File: config.mk
export PLATFORM = sky130hd
export DESIGN_NAME = pc_clk_gen
export DESIGN_NICKNAME = d
export VERILOG_FILES = /design/src/rtl/pc_clk_pkg.sv /design/src/rtl/pc_clk_reload.sv /design/src/rtl/pc_clk_gen.sv
export SDC_FILE = /design/constraint.sdc
export NUM_CORES = 1
export LEC_CHECK = 0
export ABC_AREA = 1
export CORE_ASPECT_RATIO = 0.9
export CORE_MARGIN = 2
export CORE_UTILIZATION = 50
export CTS_BUF_LIST = sky130_fd_sc_hd__clkbuf_16
export DETAILED_ROUTE_END_ITERATION = 12
export PLACE_DENSITY_LB_ADDON = 0.1
export SYNTH_ARGS = -nofsm -noshare
export SYNTH_HDL_FRONTEND = slang
export SYNTH_SLANG_ARGS = --single-unit
File: constraint.sdc
create_clock -name clk_in -period 3.45 [get_ports clk_in]
set_input_delay 0.69 -clock clk_in [delete_from_list [all_inputs] [get_ports clk_in]]
set_output_delay 0.69 -clock clk_in [all_outputs]
set_load 0.05 [all_outputs]
File: src/rtl/pc_clk_pkg.sv
// pc_clk_pkg: shared types, constants and helpers for the PC clock generator.
//   pc_state_e  : FSM states (PC_IDLE parked low, PC_HIGH, PC_LOW)
//   PC_MIN_DIV  : smallest legal divisor; requests below it are clamped up
//   pc_phases() : splits a divisor into high (ceiling half) / low (floor half)
package pc_clk_pkg;

  typedef enum logic [1:0] {
    PC_IDLE = 2'd0,
    PC_HIGH = 2'd1,
    PC_LOW  = 2'd2
  } pc_state_e;

  localparam int PC_MIN_DIV = 2;

  typedef struct packed {
    logic [31:0] high_len;
    logic [31:0] low_len;
  } pc_phase_t;

  // Odd divisors put the extra cycle in the high phase (D=5 -> 3 high / 2 low).
  function automatic pc_phase_t pc_phases(input logic [31:0] div);
    pc_phase_t p;
    p.low_len  = div >> 1;
    p.high_len = div - p.low_len;
    return p;
  endfunction

endpackage

File: src/rtl/pc_clk_reload.sv
// pc_clk_reload: divisor register with div_load/div_ack handshake.
//   clk_in, rst_n : clock, async active-low reset
//   div_in        : requested divisor (0/1 clamped to PC_MIN_DIV)
//   div_load      : reload request, held until div_ack
//   in_idle       : generator parked; reload may happen on the next edge
//   at_boundary   : last low cycle of a period; reload may happen here
//   div_eff       : divisor in force for any period starting at this edge
//   div_ack       : one-cycle pulse when the new divisor is latched
module pc_clk_reload
  import pc_clk_pkg::*;
#(
  parameter int CNT_W     = 8,
  parameter int RESET_DIV = 2
) (
  input  logic             clk_in,
  input  logic             rst_n,
  input  logic [CNT_W-1:0] div_in,
  input  logic             div_load,
  input  logic             in_idle,
  input  logic             at_boundary,
  output logic [CNT_W-1:0] div_eff,
  output logic             div_ack
);

  logic [CNT_W-1:0] div_q_reg;
  logic [CNT_W-1:0] div_clamped;
  logic             div_ack_reg;
  logic             take;

  assign div_clamped = (div_in < CNT_W'(PC_MIN_DIV)) ? CNT_W'(PC_MIN_DIV) : div_in;

  // The requester still holds div_load during the ack cycle, so a reload is
  // suppressed while div_ack is high to keep the ack a single pulse.
  assign take = div_load && !div_ack_reg && (in_idle || at_boundary);

  // A period that starts on the reload edge already uses the new divisor.
  assign div_eff = take ? div_clamped : div_q_reg;
  assign div_ack = div_ack_reg;

  always_ff @(posedge clk_in or negedge rst_n) begin
    if (!rst_n) begin
      div_q_reg   <= CNT_W'(RESET_DIV);
      div_ack_reg <= 1'b0;
    end else begin
      div_ack_reg <= take;
      if (take) begin
        div_q_reg <= div_clamped;
      end
    end
  end

endmodule

File: src/rtl/pc_clk_gen.sv
// pc_clk_gen: programmable-ratio divided clock for the PC/pipeline stage.
//   clk_in, rst_n        : clock, async active-low reset
//   en                   : run enable (periods always complete, no runts)
//   div_in/div_load/div_ack : divisor reload handshake, applied at period
//                          boundaries or immediately when parked
//   step_mode, step_req, step_done : single-step debug (needs PC_CLK_STEP_EN)
//   clk_out              : registered divided clock
//   rise_pulse/fall_pulse: first cycle of clk_out high / low
// Build option: define PC_CLK_STEP_EN to enable single-step mode; otherwise
// step inputs are ignored and step_done stays 0.
module pc_clk_gen
  import pc_clk_pkg::*;
#(
  parameter int CNT_W     = 8,
  parameter int RESET_DIV = 2
) (
  input  logic             clk_in,
  input  logic             rst_n,
  input  logic             en,
  input  logic [CNT_W-1:0] div_in,
  input  logic             div_load,
  output logic             div_ack,
  input  logic             step_mode,
  input  logic             step_req,
  output logic             step_done,
  output logic             clk_out,
  output logic             rise_pulse,
  output logic             fall_pulse
);

  pc_state_e        state_reg, state_next;
  logic [CNT_W-1:0] cnt_reg, cnt_next;
  logic             step_active_reg, step_active_next;
  logic             clk_out_reg, clk_out_next;
  logic             rise_reg, rise_next;
  logic             fall_reg, fall_next;
  logic             done_reg, done_next;

  logic             go;
  logic             step_sel;
  logic             stop_at_end;
  logic             at_boundary;
  logic [CNT_W-1:0] div_eff;
  pc_phase_t        phases;

`ifdef PC_CLK_STEP_EN
  assign step_sel = step_mode;
  assign go       = step_mode ? step_req : en;
`else
  logic unused_step;
  assign unused_step = step_mode ^ step_req;
  assign step_sel    = 1'b0;
  assign go          = en;
`endif

  assign at_boundary = (state_reg == PC_LOW) && (cnt_reg == '0);
  // A stepped period (or step mode selected now) always parks at its end.
  assign stop_at_end = step_active_reg || step_sel;

  pc_clk_reload #(
    .CNT_W     (CNT_W),
    .RESET_DIV (RESET_DIV)
  ) u_reload (
    .clk_in      (clk_in),
    .rst_n       (rst_n),
    .div_in      (div_in),
    .div_load    (div_load),
    .in_idle     (state_reg == PC_IDLE),
    .at_boundary (at_boundary),
    .div_eff     (div_eff),
    .div_ack     (div_ack)
  );

  // div_eff only differs from the latched divisor in IDLE or at a boundary,
  // so it is also the right source for the low-phase length taken in HIGH.
  assign phases = pc_phases(32'(div_eff));

  // State register
  always_ff @(posedge clk_in or negedge rst_n) begin
    if (!rst_n) begin
      state_reg       <= PC_IDLE;
      cnt_reg         <= '0;
      step_active_reg <= 1'b0;
      clk_out_reg     <= 1'b0;
      rise_reg        <= 1'b0;
      fall_reg        <= 1'b0;
      done_reg        <= 1'b0;
    end else begin
      state_reg       <= state_next;
      cnt_reg         <= cnt_next;
      step_active_reg <= step_active_next;
      clk_out_reg     <= clk_out_next;
      rise_reg        <= rise_next;
      fall_reg        <= fall_next;
      done_reg        <= done_next;
    end
  end

  // Next-state logic
  always_comb begin
    state_next       = state_reg;
    cnt_next         = cnt_reg;
    step_active_next = step_active_reg;
    case (state_reg)
      PC_IDLE: begin
        if (go) begin
          state_next       = PC_HIGH;
          cnt_next         = CNT_W'(phases.high_len - 32'd1);
          step_active_next = step_sel;
        end
      end
      PC_HIGH: begin
        if (cnt_reg == '0) begin
          state_next = PC_LOW;
          cnt_next   = CNT_W'(phases.low_len - 32'd1);
        end else begin
          cnt_next = cnt_reg - 1'b1;
        end
      end
      PC_LOW: begin
        if (cnt_reg == '0) begin
          if (go && !stop_at_end) begin
            state_next = PC_HIGH;
            cnt_next   = CNT_W'(phases.high_len - 32'd1);
          end else begin
            state_next       = PC_IDLE;
            cnt_next         = '0;
            step_active_next = 1'b0;
          end
        end else begin
          cnt_next = cnt_reg - 1'b1;
        end
      end
      default: begin
        state_next       = PC_IDLE;
        cnt_next         = '0;
        step_active_next = 1'b0;
      end
    endcase
  end

  // Output logic: next values of the registered outputs
  always_comb begin
    clk_out_next = (state_next == PC_HIGH);
    rise_next    = (state_next == PC_HIGH) && (state_reg != PC_HIGH);
    fall_next    = (state_reg == PC_HIGH) && (state_next == PC_LOW);
    done_next    = at_boundary && stop_at_end;
  end

  assign clk_out    = clk_out_reg;
  assign rise_pulse = rise_reg;
  assign fall_pulse = fall_reg;
  assign step_done  = done_reg;

endmodule

==> results of run 1 <==
[power breakdown]
part           switching [mW]  internal, mW  total (mW)  leakage, nW
Combinational            1.03         0.723        1.75        0.914
Clock                  0.0982         0.155       0.253       0.0385
Sequential             0.0806         0.377       0.457        0.261
[cell usage after synthesis, drive strengths merged (4+ instances only)]
| cell | count |
|---|---|
| nor2 | 27 |
| dfrtp | 21 |
| a21oi | 10 |
| buf | 4 |
| or2 | 5 |
| nand2 | 67 |
| nand3 | 34 |
| o21ai | 21 |
| ha | 19 |
| o211ai | 4 |
| inv | 37 |
[routing by layer]
layer,GRT usage,share of wire,vias up
met5,0,0,-
met4,0.0542,0.014,0
met3,0.0473,0.062,6
met2,0.342,0.44,49
met1,0.295,0.49,851
li1,-,-,957
[area by class of cell]
class,count,area [µm²],share of cell area
Multi-Input combinational cell,207,1280,0.527
Sequential cell,22,552,0.228
Timing Repair Buffer,37,315,0.130
Inverter,38,143,0.0589
Clock buffer,3,75.1,0.0310
Tap cell,46,57.6,0.0238
Clock inverter,1,3.75,0.00155
[through the flow]
step | power (mW) | instances | area (µm²) | setup TNS, ns | utilization
final | 2.47 | 354 | 2420 | 0 | 0.640
after global placement | 2.15 | 350 | 2340 | -0.0149 | 0.618
after global routing | 2.75 | 354 | 2420 | -0.00987 | 0.640
after detailed placement | 2.18 | 350 | 2340 | -0.0470 | 0.618
after floorplan | 1.73 | 271 | 2010 | 0 | -
after CTS | 2.46 | 354 | 2420 | 0 | 0.639
[worst paths after layout]
check / slack, ns / cells past startpoint / endpoint / startpoint
max: 0.24 / 19 / cnt_reg[5] / div_load
min: 0.52 / 2 / cnt_reg[4] / cnt_reg[4]
max reg2reg: 0.39 / 21 / cnt_reg[5] / cnt_reg[0]
min reg2reg: 0.52 / 2 / cnt_reg[4] / cnt_reg[4]
max in group asynchronous: 1.84 / 1 / state_reg[1] / rst_n
min in group asynchronous: 0.99 / 1 / u_reload.div_ack / rst_n
[worst reg2reg max path, stage by stage, from the launching register on]
cell and delay (ns):
dfrtp_1 0.39, inv_1 0.12, ha_1 0.19, nand2_2 0.09, o21ai_4 0.22, nand2_4 0.12
inv_1 0.09, or2_2 0.10, o21ai_0 0.08, buf_4 0.17, ha_1 0.34, inv_1 0.11
nand2_1 0.06, nand2_1 0.09, nand2_1 0.06, nand3_1 0.10, nand2_1 0.10, nor3b_1 0.15
o211ai_1 0.16, nand3_1 0.11, nand2_1 0.07, nand2_1 0.05
[kinds of logic after synthesis]
family,Yosys count,share of synthesized area
xor+xnor,4,0.0174
other cells,1,0.00187
flops,22,0.275
simple gates,141,0.348
buf+inv,42,0.0928
compound gates,41,0.137
fa+ha+maj,20,0.128
==> metrics.md, run 1 <==
| Metric | Value |
|---|---|
| Vias in the first global route | `roughly 1,700` |
| Worst path cell trace | `clkdlybuf4s50_1, nor3b_4, nand2_4, inv_1, or2_2, o21ai_0, buf_4, ha_1, inv_1, nand2_1, nand2_1, nand2_1, nand3_1, nand2_1, nor3b_1, o211ai_1, nand3_1, nand2_1, nand2_1` |
| CTS hold repair buffers | `0` |
| WP data arrival | `3.36 ns` |
| CTS Buffer Depth | `2` |
| CTS buffer count | `3` |
| Netlist Area Pre-Place | `2010 µm²` |
| Row count | `21` |
| Core Region | `3780 µm²` |
| Total GRT Usage | `0.214` |
| Yosys cell types | `40` |
| Number of synthesized register bits | `22` |
| Max Cap Viol | `0` |
| Asr flop ratio synth | `1.00` |
| Min setup slack post-route | `0.244 ns` |
| Die X | `70.8 µm` |
| Net count reported at finish | `343` |
| Pre-CTS WS | `-0.0470 ns` |
| Max stage delay on crit path | `0.45 ns` |
| Synth area leader | `dfrtp_1` |
| Global-route wire length before repair | `7790 µm` |
| Total Wirelength | `about 4400 µm` |
| Crit. End Element | `register` |
| Tmin final | `3.21 ns` |
| Synth top area cells | `dfrtp_1, ha_1, nand2_1` |
| CTS root buf | `clkbuf_16` |
| Share of cells above drive strength 1 | `0.195` |
| Main synth FF type | `dfrtp_1` |
| Final Cycle Share | `0.929` |
| Port Buf Inserts | `15` |
| Post-synth top area share | `0.262` |
| Fin. Hold Viols | `0` |
| TritonCTS clock tree | `built` |
| PostCTS Resize Cnt | `0` |
| Clock sink count | `22` |
| Wire length per cell | `12.5 µm` |
| Top delay family on crit path | `simple AND/OR/NAND/NOR gates` |
| DRT Pass-1 Iters | `4` |
| Io pins | `19` |
| Number of flops mapped to enable cells by yosys | `0` |
| Least-Margin Pin Slew | `about 1.0 ns` |
| Most frequent cells in the layout | `nand2_1, nand3_1, inv_1` |
| # diodes | `0` |
| Mapped Nets | `305` |
| Rel. slew slack | `0.314` |
| 1st-iter DRT viols | `between 100 and 150` |
| Clock slew at the register clock pins of the worst setup and hold paths | `0.06 ns` |
| Antenna viol nets, final | `0` |
| Outcome | `completed` |
| Avg Inst Size Synth | `7.41 µm²` |
| Worst vdd ir | `about 0.53 mV` |
| CP max-delay cell | `clkdlybuf4s50_1` |
| Clk_lat worst skew | `between 0.2 and 0.3 ns` |
| Largest net degree at the start of global routing | `23` |
| Final Max Tran Viols | `0` |
| Most used cell, CP | `nand2_1` |
| Initial Util | `0.531` |
| Fillers | `330` |
| Fmax | `0.312 GHz` |
| Data required time of the worst path | `3.60 ns` |
| Register area share after synthesis | `0.275` |
| Overflow after GRT | `0` |
| Power per cell area | `1020 nW/µm²` |
| RSZ-0062 raised after global routing | `true` |
| Setup Viol. Count Final | `0` |
| Post-DP HPWL | `3490 µm` |
| Via count | `approximately 1,900` |
| Worst Path Max Fanout | `7` |
| Cell leakage power | `1.21 nW` |
| H-tree Lvls | `1` |
| Clk_skew | `approximately 0.0016 ns` |
| Yosys warnings | `0` |
| Post-route DRC | `0` |
| Vias per inst | `about 5.3` |
| Die area | `about 4500 µm²` |
| Hold/Removal Path Class | `register to register` |
| Most common cell after layout, fill and taps aside | `nand2_1` |
| Syn Inst Count | `271` |
| Area growth, synth to finish | `20.6%` |
| Post-CTS Setup Bufs | `0` |
| Initial antenna violation count | `0` |
| CP startpoint kind | `input pin` |
| Kind of critical path | `input pin to register` |
| GP Congestion | `0.833` |
| Hold slack | `0.517 ns` |
| Die Ht | `between 60 and 70 µm` |
| Buf/Inv on CP | `4` |
(Power assumes the default switching activity.)
==> run 2, diff against run 1 <==
--- a/config.mk
+++ b/config.mk
@@ -6,6 +6,7 @@
 export NUM_CORES = 1
 export LEC_CHECK = 0
 export ABC_AREA = 1
+export CAP_MARGIN = 20
 export CORE_ASPECT_RATIO = 0.9
 export CORE_MARGIN = 2
 export CORE_UTILIZATION = 50
==> constraint.sdc (replaced) <==
create_clock -name clk_in -period 2.9 [get_ports clk_in]
set_input_delay 0.58 -clock clk_in [delete_from_list [all_inputs] [get_ports clk_in]]
set_output_delay 0.58 -clock clk_in [all_outputs]
set_load 0.05 [all_outputs]
==> metrics.md, run 2 (same netlist as run 1, synthesis figures left out) <==
| Metric | Value |
|---|---|
| Antenna viol nets, final | `0` |
| Max Cap Viol | `0` |
| Row count | `21` |
| Largest net degree at the start of global routing | `23` |
| Die Ht | `64.1 µm` |
| Finished Core Util | `0.791` |
| H-tree Lvls | `1` |
| Final Max Tran Viols | `0` |
| CTS buffer count | `3` |
| Pre-CTS WS | `-0.542 ns` |
| Global-route wire length before repair | `8560 µm` |
| Clk_skew | `between 0.007 and 0.008 ns` |
| Clock power share | `0.093` |
| Die area | `4540 µm²` |
| Worst path cell trace | `inv_2, ha_4, nand2_4, o21ai_4, buf_4, nand3_2, and2_4, buf_12, buf_4, ha_1, nand2_1, nand2_2, a31oi_2, xnor2_1, o21ai_0, nand3_1, nand3_1, nand2_1, nand2_1` |
| Sw frac | `0.456` |
| Cell leakage power | `1.46 nW` |
| 1st-iter DRT viols | `109` |
| Io pins | `19` |
| TritonCTS clock tree | `built` |
| Vias per inst | `5.31` |
| Initial Util | `0.531` |
| Area growth, synth to finish | `49.1%` |
| Port Buf Inserts | `15` |
| Vias in the first global route | `1,972` |
| DRT Pass-1 Iters | `4` |
| Hold/Removal Path Class | `register to register` |
| Comb pwr share | `0.782` |
| Worst Path Max Fanout | `3` |
| WP data arrival | `3.11 ns` |
| Total GRT Usage | `0.236` |
| Failing checks | `setup timing` |
| Post-route DRC | `0` |
| R2R setup slack | `-0.006 ns` |
| GP Congestion | `approximately 0.84` |
| Rel. slew slack | `0.663` |
| Cell Count Post-Placement | `379` |
| Clk_lat worst skew | `0.26 ns` |
| Power per cell area | `roughly 1400 nW/µm²` |
| Via count | `2,097` |
| Least-Margin Pin Slew | `around 0.50 ns` |
| Initial antenna violation count | `1` |
| Worst hold start | `cnt_reg[4]` |
| Max stage delay on crit path | `0.38 ns` |
| Fmax | `0.344 GHz` |
| Filler-free cell count of the finished design | `395` |
| Sequential Power Share | `0.125` |
| Sw Pwr | `1.93 mW` |
| Data required time of the worst path | `3.11 ns` |
| Fillers | `258` |
| CTS root buf | `clkbuf_16` |
| Share of cells above drive strength 1 | `0.397` |
| CTS Buffer Depth | `2` |
| Kind of critical path | `register to register` |
| Crit path launch | `cnt_reg[1]` |
| Design Power | `4.24 mW` |
| CP startpoint kind | `register` |
| Internal power | `~2.3 mW` |
| Post-DP HPWL | `3790 µm` |
| CTS hold repair buffers | `0` |
| Fin. Hold Viols | `0` |
| Net count reported at finish | `383` |
| RSZ-0062 raised after global routing | `true` |
| Final Cycle Share | `1.00` |
| Core Region | `3780 µm²` |
| Crit. End Element | `register` |
| Wire length per cell | `14.7 µm` |
| Most used cell, CP | `nand2_1` |
| Most frequent cells in the layout | `nand2_1, buf_4, nand3_1` |
| Outcome | `finished with violations` |
| Min setup slack post-route | `-0.00624 ns` |
| Clock sink count | `22` |
| Overflow after GRT | `0` |
| Die X | `70.8 µm` |
| CP max-delay cell | `dfrtp_1` |
| Worst vdd ir | `0.895 mV` |
| Total Wirelength | `5800 µm` |
| Tmin final | `around 2.9 ns` |
| RR Startpoint | `cnt_reg[1]` |
| Clock slew at the register clock pins of the worst setup and hold paths | `0.07 ns` |
| Setup Viol. Count Final | `1` |
==> run 2: power by group through the flow <==
stage | logic [mW] | registers (mW) | clock network [mW]
floorplan | 1.49 | 0.572 | 0
global placement | 2.46 | 0.527 | 0
detailed placement | 2.50 | 0.530 | 0
CTS | 2.61 | 0.525 | 0.401
global route | 3.64 | 0.542 | 0.413
finish | 3.32 | 0.529 | 0.395
==> run 2: worst paths after layout <==
check,endpoint,cells past startpoint
max,cnt_reg[3],19
min,cnt_reg[4],2
max in group asynchronous,u_reload.div_q_reg[1],2
min reg2reg,cnt_reg[4],2
min in group asynchronous,u_reload.div_q_reg[6],2
max reg2reg,cnt_reg[3],19
==> run 2: cell type report <==
cell class | instances | area (µm²) | share of cell area
Timing Repair Buffer | 77 | 637 | 0.213
Tap cell | 46 | 57.6 | 0.0192
Multi-Input combinational cell | 207 | 1490 | 0.498
Clock inverter | 1 | 30.0 | 0.0100
Clock buffer | 3 | 75.1 | 0.0251
Sequential cell | 22 | 553 | 0.185
Inverter | 38 | 148 | 0.0493
Antenna cell | 1 | 2.50 | 0.000836
==> run 2: per-layer routing <==
layer / part of all wire / vias to the layer above / GRT usage
met4: 0.030 / 0 / 0.0708
met2: 0.48 / 51 / 0.387
met3: 0.047 / 18 / 0.0394
met1: 0.45 / 996 / 0.320
li1: - / 1032 / -
met5: 0 / - / 0
==> run 2: per-stage QoR <==
| step | hold WS [ns] | cell area, µm² | TNS [ns] |
|---|---|---|---|
| 4_1_cts | 0.520 | 2720 | 0 |
| 3_5_place_dp | 0.506 | 2570 | -2.97 |
| 5_1_grt | 0.534 | 2990 | -0.564 |
| 6_report | 0.513 | 2990 | -0.00624 |
| 3_3_place_gp | 0.492 | 2570 | -2.19 |
| 2_1_floorplan | 0.284 | 2010 | 0 |
==> run 2: timing repair <==
action                                  in CTS  in global routing
setup buffers                                4                  8
endpoints found under the setup margin       6                  6
hold endpoints to repair                     0                  0
resized for setup                           15                 51
pin swaps                                   16                 26
==> run 2: critical path, delay by kind of cell (launching register included) <==
kind,cells,cell delay (ns)
flops,1,0.38
simple gates,9,0.84
xor+xnor,1,0.13
fa+ha+maj,2,0.34
compound gates,3,0.65
buf+inv,4,0.50
